$ cat src/rtl/regfile_wb_ctrl_pkg.sv
// Shared register-file defines used by the writeback controller and the
// register file. Also holds the writeback source encoding used by the arbiter.
package regfile_wb_ctrl_pkg;

  localparam int RF_WORD_WIDTH     = 16;
  localparam int RF_NUM_REGS       = 16;
  localparam int RF_REG_ADDR_WIDTH = 4;

  typedef enum logic {
    SRC_ALU = 1'b0,
    SRC_MEM = 1'b1
  } wb_src_e;

endpackage

$ cat src/rtl/regfile_wb_ctrl_fifo2.sv
// wb_fifo2: two-entry FIFO with registered head. Push and pop on the same
// edge are allowed even when full, so the count stays put and nothing is lost.
module wb_fifo2
  import regfile_wb_ctrl_pkg::*;
#(
  parameter int WIDTH = 20
) (
  input  logic             clk,
  input  logic             rst,
  input  logic             i_push,
  input  logic [WIDTH-1:0] i_data,
  input  logic             i_pop,
  output logic [WIDTH-1:0] o_head,
  output logic             o_full,
  output logic             o_empty
);

  logic [WIDTH-1:0] r_mem [2];
  logic             r_wr_ptr;
  logic             r_rd_ptr;
  logic [1:0]       r_count;
  logic             w_push;
  logic             w_pop;

  assign o_empty = (r_count == 2'd0);
  assign o_full  = (r_count == 2'd2);
  assign o_head  = r_mem[r_rd_ptr];
  assign w_pop   = i_pop && !o_empty;
  assign w_push  = i_push && (!o_full || w_pop);

  // Pointer and occupancy tracking; reset discards whatever was stored.
  always_ff @(posedge clk or posedge rst) begin
    if (rst) begin
      r_wr_ptr <= 1'b0;
      r_rd_ptr <= 1'b0;
      r_count  <= 2'd0;
    end else begin
      if (w_push) r_wr_ptr <= ~r_wr_ptr;
      if (w_pop)  r_rd_ptr <= ~r_rd_ptr;
      case ({w_push, w_pop})
        2'b10:   r_count <= r_count + 2'd1;
        2'b01:   r_count <= r_count - 2'd1;
        default: r_count <= r_count;
      endcase
    end
  end

  // Entry storage, no reset needed since occupancy gates every read.
  always_ff @(posedge clk) begin
    if (w_push) r_mem[r_wr_ptr] <= i_data;
  end

endmodule

$ cat src/rtl/regfile_wb_ctrl.sv
// regfile_wb_ctrl: merges ALU and load results into the single register-file
// write port through per-source 2-entry FIFOs and a round-robin arbiter, and
// keeps a pending-write scoreboard for issue-time WAW stalls.
// Optional feature macro: WB_BYPASS_EN adds two combinational bypass ports
// that forward the value being written this cycle.
module regfile_wb_ctrl
  import regfile_wb_ctrl_pkg::*;
#(
  parameter int WORD_WIDTH     = RF_WORD_WIDTH,
  parameter int NUM_REGS       = RF_NUM_REGS,
  parameter int REG_ADDR_WIDTH = RF_REG_ADDR_WIDTH
) (
  input  logic                      clk,
  input  logic                      rst,
  input  logic                      i_alu_valid,
  output logic                      o_alu_ready,
  input  logic [REG_ADDR_WIDTH-1:0] i_alu_rd,
  input  logic [WORD_WIDTH-1:0]     i_alu_data,
  input  logic                      i_mem_valid,
  output logic                      o_mem_ready,
  input  logic [REG_ADDR_WIDTH-1:0] i_mem_rd,
  input  logic [WORD_WIDTH-1:0]     i_mem_data,
  input  logic                      i_issue_valid,
  output logic                      o_issue_ready,
  input  logic [REG_ADDR_WIDTH-1:0] i_issue_rd,
  output logic [NUM_REGS-1:0]       o_busy,
  output logic                      o_rf_write_en,
  output logic [REG_ADDR_WIDTH-1:0] o_rf_write_addr,
  output logic [WORD_WIDTH-1:0]     o_rf_write_data
`ifdef WB_BYPASS_EN
  ,
  input  logic [REG_ADDR_WIDTH-1:0] i_byp_addr1,
  input  logic [REG_ADDR_WIDTH-1:0] i_byp_addr2,
  output logic                      o_byp_hit1,
  output logic                      o_byp_hit2,
  output logic [WORD_WIDTH-1:0]     o_byp_data1,
  output logic [WORD_WIDTH-1:0]     o_byp_data2
`endif
);

  localparam int EW = REG_ADDR_WIDTH + WORD_WIDTH;

  logic [EW-1:0]             w_alu_head;
  logic [EW-1:0]             w_mem_head;
  logic [EW-1:0]             w_grant_head;
  logic                      w_alu_full, w_alu_empty;
  logic                      w_mem_full, w_mem_empty;
  logic                      w_alu_push, w_mem_push;
  logic                      w_alu_pop, w_mem_pop;
  logic                      w_grant;
  logic [REG_ADDR_WIDTH-1:0] w_grant_rd;
  logic                      w_issue_fire;
  logic [NUM_REGS-1:0]       w_busy_nxt;

  logic                      r_wr_en;
  logic [REG_ADDR_WIDTH-1:0] r_wr_addr;
  logic [WORD_WIDTH-1:0]     r_wr_data;
  logic [NUM_REGS-1:0]       r_busy;
  wb_src_e                   r_last_src;

  assign o_alu_ready = !w_alu_full;
  assign o_mem_ready = !w_mem_full;
  assign w_alu_push  = i_alu_valid && o_alu_ready;
  assign w_mem_push  = i_mem_valid && o_mem_ready;

  wb_fifo2 #(.WIDTH(EW)) u_alu_fifo (
    .clk     (clk),
    .rst     (rst),
    .i_push  (w_alu_push),
    .i_data  ({i_alu_rd, i_alu_data}),
    .i_pop   (w_alu_pop),
    .o_head  (w_alu_head),
    .o_full  (w_alu_full),
    .o_empty (w_alu_empty)
  );

  wb_fifo2 #(.WIDTH(EW)) u_mem_fifo (
    .clk     (clk),
    .rst     (rst),
    .i_push  (w_mem_push),
    .i_data  ({i_mem_rd, i_mem_data}),
    .i_pop   (w_mem_pop),
    .o_head  (w_mem_head),
    .o_full  (w_mem_full),
    .o_empty (w_mem_empty)
  );

  // Round-robin grant: on contention the source not granted last wins.
  always_comb begin
    w_alu_pop    = 1'b0;
    w_mem_pop    = 1'b0;
    w_grant_head = '0;
    if (!w_alu_empty && (w_mem_empty || r_last_src == SRC_MEM)) begin
      w_alu_pop    = 1'b1;
      w_grant_head = w_alu_head;
    end else if (!w_mem_empty) begin
      w_mem_pop    = 1'b1;
      w_grant_head = w_mem_head;
    end
  end

  assign w_grant    = w_alu_pop || w_mem_pop;
  assign w_grant_rd = w_grant_head[EW-1:WORD_WIDTH];

  // Registered write port; r0 results are popped but never written.
  always_ff @(posedge clk or posedge rst) begin
    if (rst) begin
      r_wr_en    <= 1'b0;
      r_wr_addr  <= '0;
      r_wr_data  <= '0;
      r_last_src <= SRC_MEM;
    end else begin
      r_wr_en <= w_grant && (w_grant_rd != '0);
      if (w_grant && (w_grant_rd != '0)) begin
        r_wr_addr <= w_grant_rd;
        r_wr_data <= w_grant_head[WORD_WIDTH-1:0];
      end
      if (w_grant) r_last_src <= w_alu_pop ? SRC_ALU : SRC_MEM;
    end
  end

  assign o_issue_ready = !r_busy[i_issue_rd];
  assign w_issue_fire  = i_issue_valid && o_issue_ready && (i_issue_rd != '0);

  // Scoreboard update: retire clears first so a same-edge claim wins.
  always_comb begin
    w_busy_nxt = r_busy;
    if (r_wr_en)      w_busy_nxt[r_wr_addr]  = 1'b0;
    if (w_issue_fire) w_busy_nxt[i_issue_rd] = 1'b1;
    w_busy_nxt[0] = 1'b0;
  end

  // Scoreboard register.
  always_ff @(posedge clk or posedge rst) begin
    if (rst) r_busy <= '0;
    else     r_busy <= w_busy_nxt;
  end

  assign o_busy          = r_busy;
  assign o_rf_write_en   = r_wr_en;
  assign o_rf_write_addr = r_wr_addr;
  assign o_rf_write_data = r_wr_data;

`ifdef WB_BYPASS_EN
  assign o_byp_hit1  = r_wr_en && (i_byp_addr1 == r_wr_addr) && (i_byp_addr1 != '0);
  assign o_byp_hit2  = r_wr_en && (i_byp_addr2 == r_wr_addr) && (i_byp_addr2 != '0);
  assign o_byp_data1 = r_wr_data;
  assign o_byp_data2 = r_wr_data;
`endif

endmodule

$ cat config.mk
export PLATFORM = sky130hd
export DESIGN_NAME = regfile_wb_ctrl
export DESIGN_NICKNAME = d
export VERILOG_FILES = /design/src/rtl/regfile_wb_ctrl_pkg.sv /design/src/rtl/regfile_wb_ctrl_fifo2.sv /design/src/rtl/regfile_wb_ctrl.sv
export SDC_FILE = /design/constraint.sdc
export NUM_CORES = 1
export LEC_CHECK = 0
export CAP_MARGIN = 10
export CORE_MARGIN = 3
export CORE_UTILIZATION = 55
export DETAILED_ROUTE_END_ITERATION = 12
export GPL_TIMING_DRIVEN = 1
export PLACE_DENSITY = 0.92
export SYNTH_ARGS = -nofsm -noshare
export SYNTH_HDL_FRONTEND = slang
export SYNTH_SLANG_ARGS = --single-unit
$ cat constraint.sdc
create_clock -name clk -period 3 [get_ports clk]
set_input_delay 0.6 -clock clk [delete_from_list [all_inputs] [get_ports clk]]
set_output_delay 0.6 -clock clk [all_outputs]
set_load 0.02 [all_outputs]
== After elaboration in Yosys (flattened, before gate mapping) ==
Memory sizes are Yosys's and may differ from the RTL's.
Cells that the tools add are included.

* Flip-flop bits (word level): 45
* Memory bits (writable): 80
* Input port bits: 49
* Logic and storage cells: 81
* Memories: 2

* Add/sub/neg operators: 4
* $lt $le $gt $ge: 4
* Equal/unequal tests: 6
* Mux-type cells: 20
* Bitwise operators: 7
* Reduce and logical (&&, ||, !) cells: 27

{| class="wikitable"
|+ Memories
! memory !! depth !! bits a word !! read ports !! clocked after memory_dff !! wr ports !! line !! RTL
|-
| u_alu_fifo.r_mem || 2 || 20 || 1 || 0 || 1 || regfile_wb_ctrl_fifo2.sv:18 || <nowiki>logic [WIDTH-1:0] r_mem [2];</nowiki>
|-
| u_mem_fifo.r_mem || 2 || 20 || 1 || 0 || 1 || regfile_wb_ctrl_fifo2.sv:18 ||
|}

{| class="wikitable"
|+ Operator list
! kind !! count
|-
| 20-bit two-way mux || 2
|-
| 16-bit two-way mux || 2
|-
| 16-bit AND || 1
|-
| 16-bit inverter || 1
|-
| 16-bit bitwise OR || 1
|-
| 1-bit logical AND || 12
|-
| 1-bit two-way mux || 11
|-
| 4-bit by 5-bit less-than comparator with 1-bit output (second input constant) || 2
|-
| 1-bit demux with 4-bit select || 2
|-
| 2-bit equality test (second input constant) || 4
|-
| 4-bit by 1-bit greater-or-equal comparator with 1-bit output (second input constant) || 2
|-
| 2-bit case mux with 2 select lines || 2
|-
| 4-bit nonzero test || 2
|-
| 1-bit logical NOT || 5
|-
| 2-bit by 1-bit adder with 2-bit output (second input constant) || 2
|-
| 1-bit binary-select mux with 4-bit select || 1
|-
| 2-bit by 1-bit equality test with 1-bit output (second input constant) || 2
|-
| 2-bit logical NOT || 2
|-
| 1-bit logical OR || 4
|-
| 1-bit inverter || 4
|-
| 2-bit nonzero test || 2
|-
| 2-bit by 1-bit subtractor with 2-bit output (second input constant) || 2
|}

== Longest topological paths before layout ==
Gate-level depths: netlist of run 1.

* Depth in word-level cells: 9
* Gate-level depth with buffers: 8
* Mapped depth without buffers: 7

== By module ==
From an unflattened synthesis of run 1, not the netlist that was laid out.

* Cell total of the unflattened synthesis: 359
* Area total of the unflattened synthesis: 5227.5 um2

{| class="wikitable"
|+ Modules (own cells, without submodules)
! module !! instances !! cells an instance !! area each (um2)
|-
| wb_fifo2 || 2 || 87 || 1662.8
|-
| regfile_wb_ctrl || 1 || 185 || 1901.8
|}

== Least setup slack after synthesis of run 1 ==
OpenSTA, ideal clock, no wires.

* Path type: in2out
* Start: input port i_issue_rd[1]
* End: output port o_issue_ready
* Arrival: 1.800 ns
* Required time: 2.400 ns
* Setup slack: 0.600 ns
* Stages: 4
* Buffers on the path: 1
* Cell sequence: clkbuf_1 -> mux4_2 -> nand3_1 -> and4_1

* Longest elaborated chain between the ends: 3

{| class="wikitable"
|+ RTL lines
! what !! line !! RTL
|-
| from (decl) || regfile_wb_ctrl.sv:25 || <nowiki>input logic [REG_ADDR_WIDTH-1:0] i_issue_rd,</nowiki>
|-
| 1-bit binary-select mux with 4-bit select || regfile_wb_ctrl.sv:122 || <nowiki>assign o_issue_ready = !r_busy[i_issue_rd];</nowiki>
|-
| 1-bit two-way mux (not written as such) || regfile_wb_ctrl.sv:122 ||
|-
| 1-bit logical NOT || regfile_wb_ctrl.sv:122 ||
|-
| to (decl) || regfile_wb_ctrl.sv:24 || <nowiki>output logic o_issue_ready,</nowiki>
|}

No other way between the ends. The select of a mux whose other input is x is not followed.

== Worst setup path in the final report of run 1 ==
Same ends and word-level chain as after synthesis.

==> out/results.ini, run 1 <==
[place]
dpl-instance-area_um2 = 6176
place_ws_ns = -0.1240
dp_hpwl_mm = 7.615
port-buffer-count = 87
globalplace.congestion = 0.9072
post-place-cells = 525

[critical_path]
critical_path_class = input pin to primary output
start_kind = input pin
slowest_delay_ns = 0.53
critPathCaptureType = primary output
cp.required_ns = 2.40
worst_ep_arrival_time_ns = 2.26
crit_chain = clkdlybuf4s50_1 > buf_4 > mux2i_1 > nor3_1 > a21oi_1 > and4_1 > dlygate4sd2_1
cpMaxStageDelayCell = clkdlybuf4s50_1
worstPathMaxFanout = 6

[route]
viasPerCell = 5.899
drt_pass1_iterations = 4
drc = 0
initialDrtViolationCount = 235
postRouteAntennaNets = 0
routed_wl_mm = 12.19
wire_per_inst_um = 21.93
vias = 3280

[synthesis]
syn_inst = 331
yosysSeqAreaShare_pct = 68.82
avgSynthCellArea_um2 = 15.49
synth_top_area_share_pct = 46.84
synth_cell_types = 41
ys_warn_count = 0
synth_top_family_by_area = multiplexers
synth_edf_count = 80
synth-seq-cells = 125
dominantRegCellSynth = edfxtp_1
ys_async_sr_fraction_pct = 36.00
synthSimpleGateAreaFrac_pct = 5.123
syn-num-nets = 382
synth_compound_area_share_pct = 7.514
synth_xor_area_share_pct = 1.708
synthAdderAreaFrac_pct = 0.4879
synth_top_area_cell = edfxtp_1
netlist_area_um2 = 5129
yosys-mux-area-fraction_pct = 13.93
ys_top_cells_by_area = edfxtp_1, dfrtp_1, mux2i_1

[flow_run]
cap_violations = 0

[global_routing]
grt_pass1_vias = 3489
gr-usage-all-layers_pct = 24.61
grt_start_max_net_pins = 32
gr-total-overflow = 0
antenna_found_initial = 0
grt_pass1_wl_mm = 18.80

[timing]
fin_skew_ns = 0.006940
maxSlewViolCount = 0
setup_tns_ns = 0
finalSetupViolations = 0
hold_viol = 0
final.setup.worst_slack_ns = 0.1439
fmax_mhz = 350.1
tightest_slew_ns = 0.6461
period_needed_ns = 2.856
rsz0062_at_grt = no
hold_slack_ns = 0.3795
slew_headroom_pct = 56.93
fin_crit_sh_pct = 95.20

[clocking]
clk_pin_slew_worst_paths_ns = 0.06
cts_tree = built
clock_path_buffers = 2
cts_root_buffer = clkbuf_8
cts_made_buffers = 17
cts_sinks = 125
worst_skew_pair.late_latency_ns = 0.52
htree_levels = 4
post_cts_buffers = 0

[power_and_ir_drop]
p_leak_nw = 2.644
p_per_area_nw_per_um2 = 1222
ir_worst_vdd_uv = 585.9
finalPower_mw = 8.287

[floorplanning]
start_util_pct = 57.68
die-area_um2 = 10520
io_pins = 89
coreArea_um2 = 8891
die_h_um = 102.6
die_width_um = 102.6
rows = 34

[layout]
final_design_area_no_fill_um2 = 6783
final_cell_mix = clkdlybuf4s50_1, edfxtp_1, dfrtp_1
drive_gt1_share_pct = 16.74
final_common_cell = clkdlybuf4s50_1
final_util_pct = 76.29
final_cells = 556
diodes = 0
layout.nets = 487
syn_to_final_growth_pct = 32.25

[outcome]
status = complete, no violations

[min_path]
hold_class = input pin to async pin

## power breakdown
group	internal, mW	total [mW]	switching, mW
Combinational	1.59	3.33	1.75
Sequential	2.48	2.87	0.389
Clock	1.34	2.09	0.742
Total	5.41	8.29	2.88
## cell type report
cell class / instances / area [um^2]
Multi-Input combinational cell: 182 / 1494
Fill cell: 488 / 2108
Clock buffer: 17 / 414.1
Timing Repair Buffer: 103 / 989.7
Sequential cell: 125 / 3530
Clock inverter: 14 / 193.9
Tap cell: 108 / 135.1
Inverter: 7 / 26.28
## state kept, by name, indices dropped and copies added, names as in the netlist
register and flops:
u_alu_fifo.r_rd_ptr 1, u_mem_fifo.r_wr_ptr 1, u_alu_fifo.r_mem 40, u_mem_fifo.r_count 2, o_rf_write_en 1, u_mem_fifo.r_rd_ptr 1, o_busy 15, r_last_src 1
o_rf_write_addr 4, u_mem_fifo.r_mem 40, u_alu_fifo.r_wr_ptr 1, o_rf_write_data 16, u_alu_fifo.r_count 2
## cells in the mapped netlist (all sizes together) (2+ instances only)
cell type	instances
edfxtp	80
dfrtp	44
mux2i	41
o21ai	37
o22ai	20
mux2	16
nand2	10
clkbuf	9
buf	8
xnor2	8
inv	7
nor2	7
nand2b	5
nand3	5
o22a	4
or4b	4
mux4	3
and3	2
ha	2
nand3b	2
nor2b	2
or4	2
xor2	2
## path summary, 6_finish.rpt
path	start	end	slack, ns	cells past startpoint
setup / recovery	i_issue_rd[1]	o_issue_ready	0.14	7
hold / removal	rst	o_rf_write_data[11]	0.38	2
setup reg to reg	u_alu_fifo.r_count[0]	o_rf_write_data[12]	0.80	5
hold reg to reg	o_rf_write_data[3]	o_rf_write_data[3]	0.48	1
max in group asynchronous	rst	r_last_src	1.85	3
min in group clk	o_rf_write_data[3]	o_rf_write_data[3]	0.48	1
## logic make-up (layout without fill, tap and decap cells)
group	after synthesis	after routing
AOI/OAI and AO/OA	64	64
adders and majority gates	2	2
other	1	1
muxes	60	60
xor gates and xnor gates	10	10
buffers and inverters	24	141
DFF	125	125
and+or+nand+nor	45	45
## repair_timing
action	CTS	global route
hold buffers	0	0
endpoints found under the setup margin	1	0
gates resized for setup	1	0
## metal layers
metal	GRT usage [%]	share of wire (%)	wire length, um
met3	6.495	6.4	780
met5	0	0	0
met2	41.66	52	6390
met4	10.90	2.0	240
met1	29.79	39	4780
## critical path: cells and delay by family
| family | cells | cell delay [ns] |
|---|---|---|
| compound gates | 1 | 0.14 |
| buf+inv | 3 | 1.03 |
| simple gates | 2 | 0.26 |
| mux | 1 | 0.23 |
(Power assumes the default switching activity.)
==> run 2, diff against run 1 <==
--- a/config.mk
+++ b/config.mk
@@ -6,7 +6,7 @@
 export NUM_CORES = 1
 export LEC_CHECK = 0
 export CAP_MARGIN = 10
-export CORE_MARGIN = 3
+export CORE_MARGIN = 1.5
 export CORE_UTILIZATION = 55
 export DETAILED_ROUTE_END_ITERATION = 12
 export GPL_TIMING_DRIVEN = 1
==> constraint.sdc (replaced) <==
create_clock -name clk -period 3.3 [get_ports clk]
set_input_delay 0.66 -clock clk [delete_from_list [all_inputs] [get_ports clk]]
set_output_delay 0.66 -clock clk [all_outputs]
set_load 0.02 [all_outputs]
==> out/results.ini, run 2 (same netlist as run 1, synthesis figures left out) <==
[floorplanning]
die_width_um = 99.57
die_h_um = 99.57
rows = 35
io_pins = 89
die-area_um2 = 9913
coreArea_um2 = 9153
start_util_pct = 56.04

[critical_path]
crit_start = i_issue_rd[1]
regToRegSetupSlack_ns = 0.92
critical_path_class = input pin to primary output
r2r-start = u_alu_fifo.r_rd_ptr
cpMaxStageDelayCell = clkdlybuf4s50_1
worst_ep_arrival_time_ns = 2.24
cp.required_ns = 2.64
critPathCaptureType = primary output
start_kind = input pin
endpoint = o_issue_ready
rr_worst_depth = 5
r2r-end = o_rf_write_data[14]
slowest_delay_ns = 0.53
crit_chain = clkdlybuf4s50_1 > buf_4 > mux2i_1 > nor3_1 > a21oi_1 > and4_1 > dlymetal6s2s_1
worstPathMaxFanout = 8

[global_routing]
grt_pass1_vias = 3561
antenna_found_initial = 0
grt_pass1_wl_mm = 18.46
gr-total-overflow = 0
gr-usage-all-layers_pct = 25.31
grt_start_max_net_pins = 46

[layout]
multi_input_area_um2 = 1494
drive_gt1_share_pct = 16.55
final_cell_mix = clkdlybuf4s50_1, edfxtp_1, dfrtp_1
area.sequential_um2 = 3530
diodes = 0
layout.nets = 486
syn_to_final_growth_pct = 31.74
final_common_cell = clkdlybuf4s50_1
final_cells = 558
fillCellCount = 532

[clocking]
hold_buffers = 0
clk_pin_slew_worst_paths_ns = 0.06
post_cts_buffers = 0
cts_sinks = 125
cts_resized = 0
worst_skew_pair.late_latency_ns = 0.51
htree_levels = 4
cts_root_buffer = clkbuf_8
cts_made_buffers = 17
cts_tree = built
clock_path_buffers = 2

[route]
vias = 3303
drt_pass1_iterations = 4
wire_per_inst_um = 21.16
viasPerCell = 5.919
drc = 0
initialDrtViolationCount = 240
postRouteAntennaNets = 0
routed_wl_mm = 11.81

[timing]
fmax_mhz = 345.3
maxSlewViolCount = 0
period_needed_ns = 2.896
final.setup.worst_slack_ns = 0.4041
tightest_slew_ns = 0.9930
finalSetupViolations = 0
rsz0062_at_grt = no
slew_headroom_pct = 33.70
setup_tns_ns = 0
fin_crit_sh_pct = 87.76
hold_viol = 0
fin_skew_ns = 0.01672

[place]
dp_hpwl_mm = 7.584
globalplace.congestion = 0.9021
port-buffer-count = 87
place_ws_ns = 0.03644
post-place-cells = 527

[power_and_ir_drop]
p_leak_nw = 2.632
p_per_area_nw_per_um2 = 1100
finalPower_mw = 7.430
ir_worst_vdd_uv = 571.9

[flow_run]
cap_violations = 0

[min_path]
hold_class = register to register

[outcome]
status = complete, no violations

==> run 2: changes by cell type in the layout (fill, tap and decap cells not counted), sizes merged <==
| cell | before | now |
|---|---|---|
| inv | 8 | 10 |
| dlymetal6s2s | 0 | 1 |
| clkinvlp | 4 | 5 |
| dlygate4sd2 | 1 | 0 |
| bufinv | 4 | 3 |
| clkinv | 5 | 3 |
| buf | 16 | 15 |
==> run 2: worst min-delay path by stage <==
stage	endpoint	slack (ns)	depth (start not counted)	from
finish	o_rf_write_data[3]	0.50	1	o_rf_write_data[3]
CTS	o_rf_write_data[3]	0.50	1	o_rf_write_data[3]
global route	o_rf_write_data[9]	0.53	1	o_rf_write_data[9]
global placement	o_rf_write_data[3]	0.47	1	o_rf_write_data[3]
detailed placement	o_rf_write_data[3]	0.48	1	o_rf_write_data[3]
floorplan	u_alu_fifo.r_wr_ptr	0.46	1	u_alu_fifo.r_wr_ptr
==> run 2: worst max-delay path: cells and delay by family <==
family                 cells  cell delay [ns]
AND/OR/NAND/NOR            2             0.26
AO/OA/AOI/OAI              1             0.14
multiplexers               1             0.24
buffers and inverters      3             0.94
==> run 2: power breakdown <==
| part | internal [mW] | switching [mW] |
|---|---|---|
| clock network | 1.14 | 0.668 |
| logic | 1.46 | 1.53 |
| registers | 2.25 | 0.375 |
| total | 4.85 | 2.58 |
==> run 2: final cells by class <==
cell class | count | share of cell area [%]
inverter | 7 | 0.3889
clock buffer | 17 | 6.130
tap | 111 | 2.056
sequential | 125 | 52.24
timing repair buffer | 102 | 14.59
multi-input combinational | 182 | 22.11
clock inverter | 14 | 2.481
==> run 2: per-stage QoR <==
step	hold slack [ns]	utilization (%)	instance area, um^2
6_report	0.5037	73.82	6756
5_1_grt	0.5291	73.82	6756
4_1_cts	0.5032	73.79	6754
3_5_place_dp	0.4826	67.44	6172
3_3_place_gp	0.4687	67.44	6172
2_1_floorplan	0.4608	-	5129
==> run 2: routing by layer <==
layer  track usage, %  vias to the layer above  wire, um
met3            6.465                       21       698
li1                 -                     1467         -
met2            45.57                      156      6467
met5                0                        -         0
met1            29.14                     1659      4422
met4            9.534                        0       217
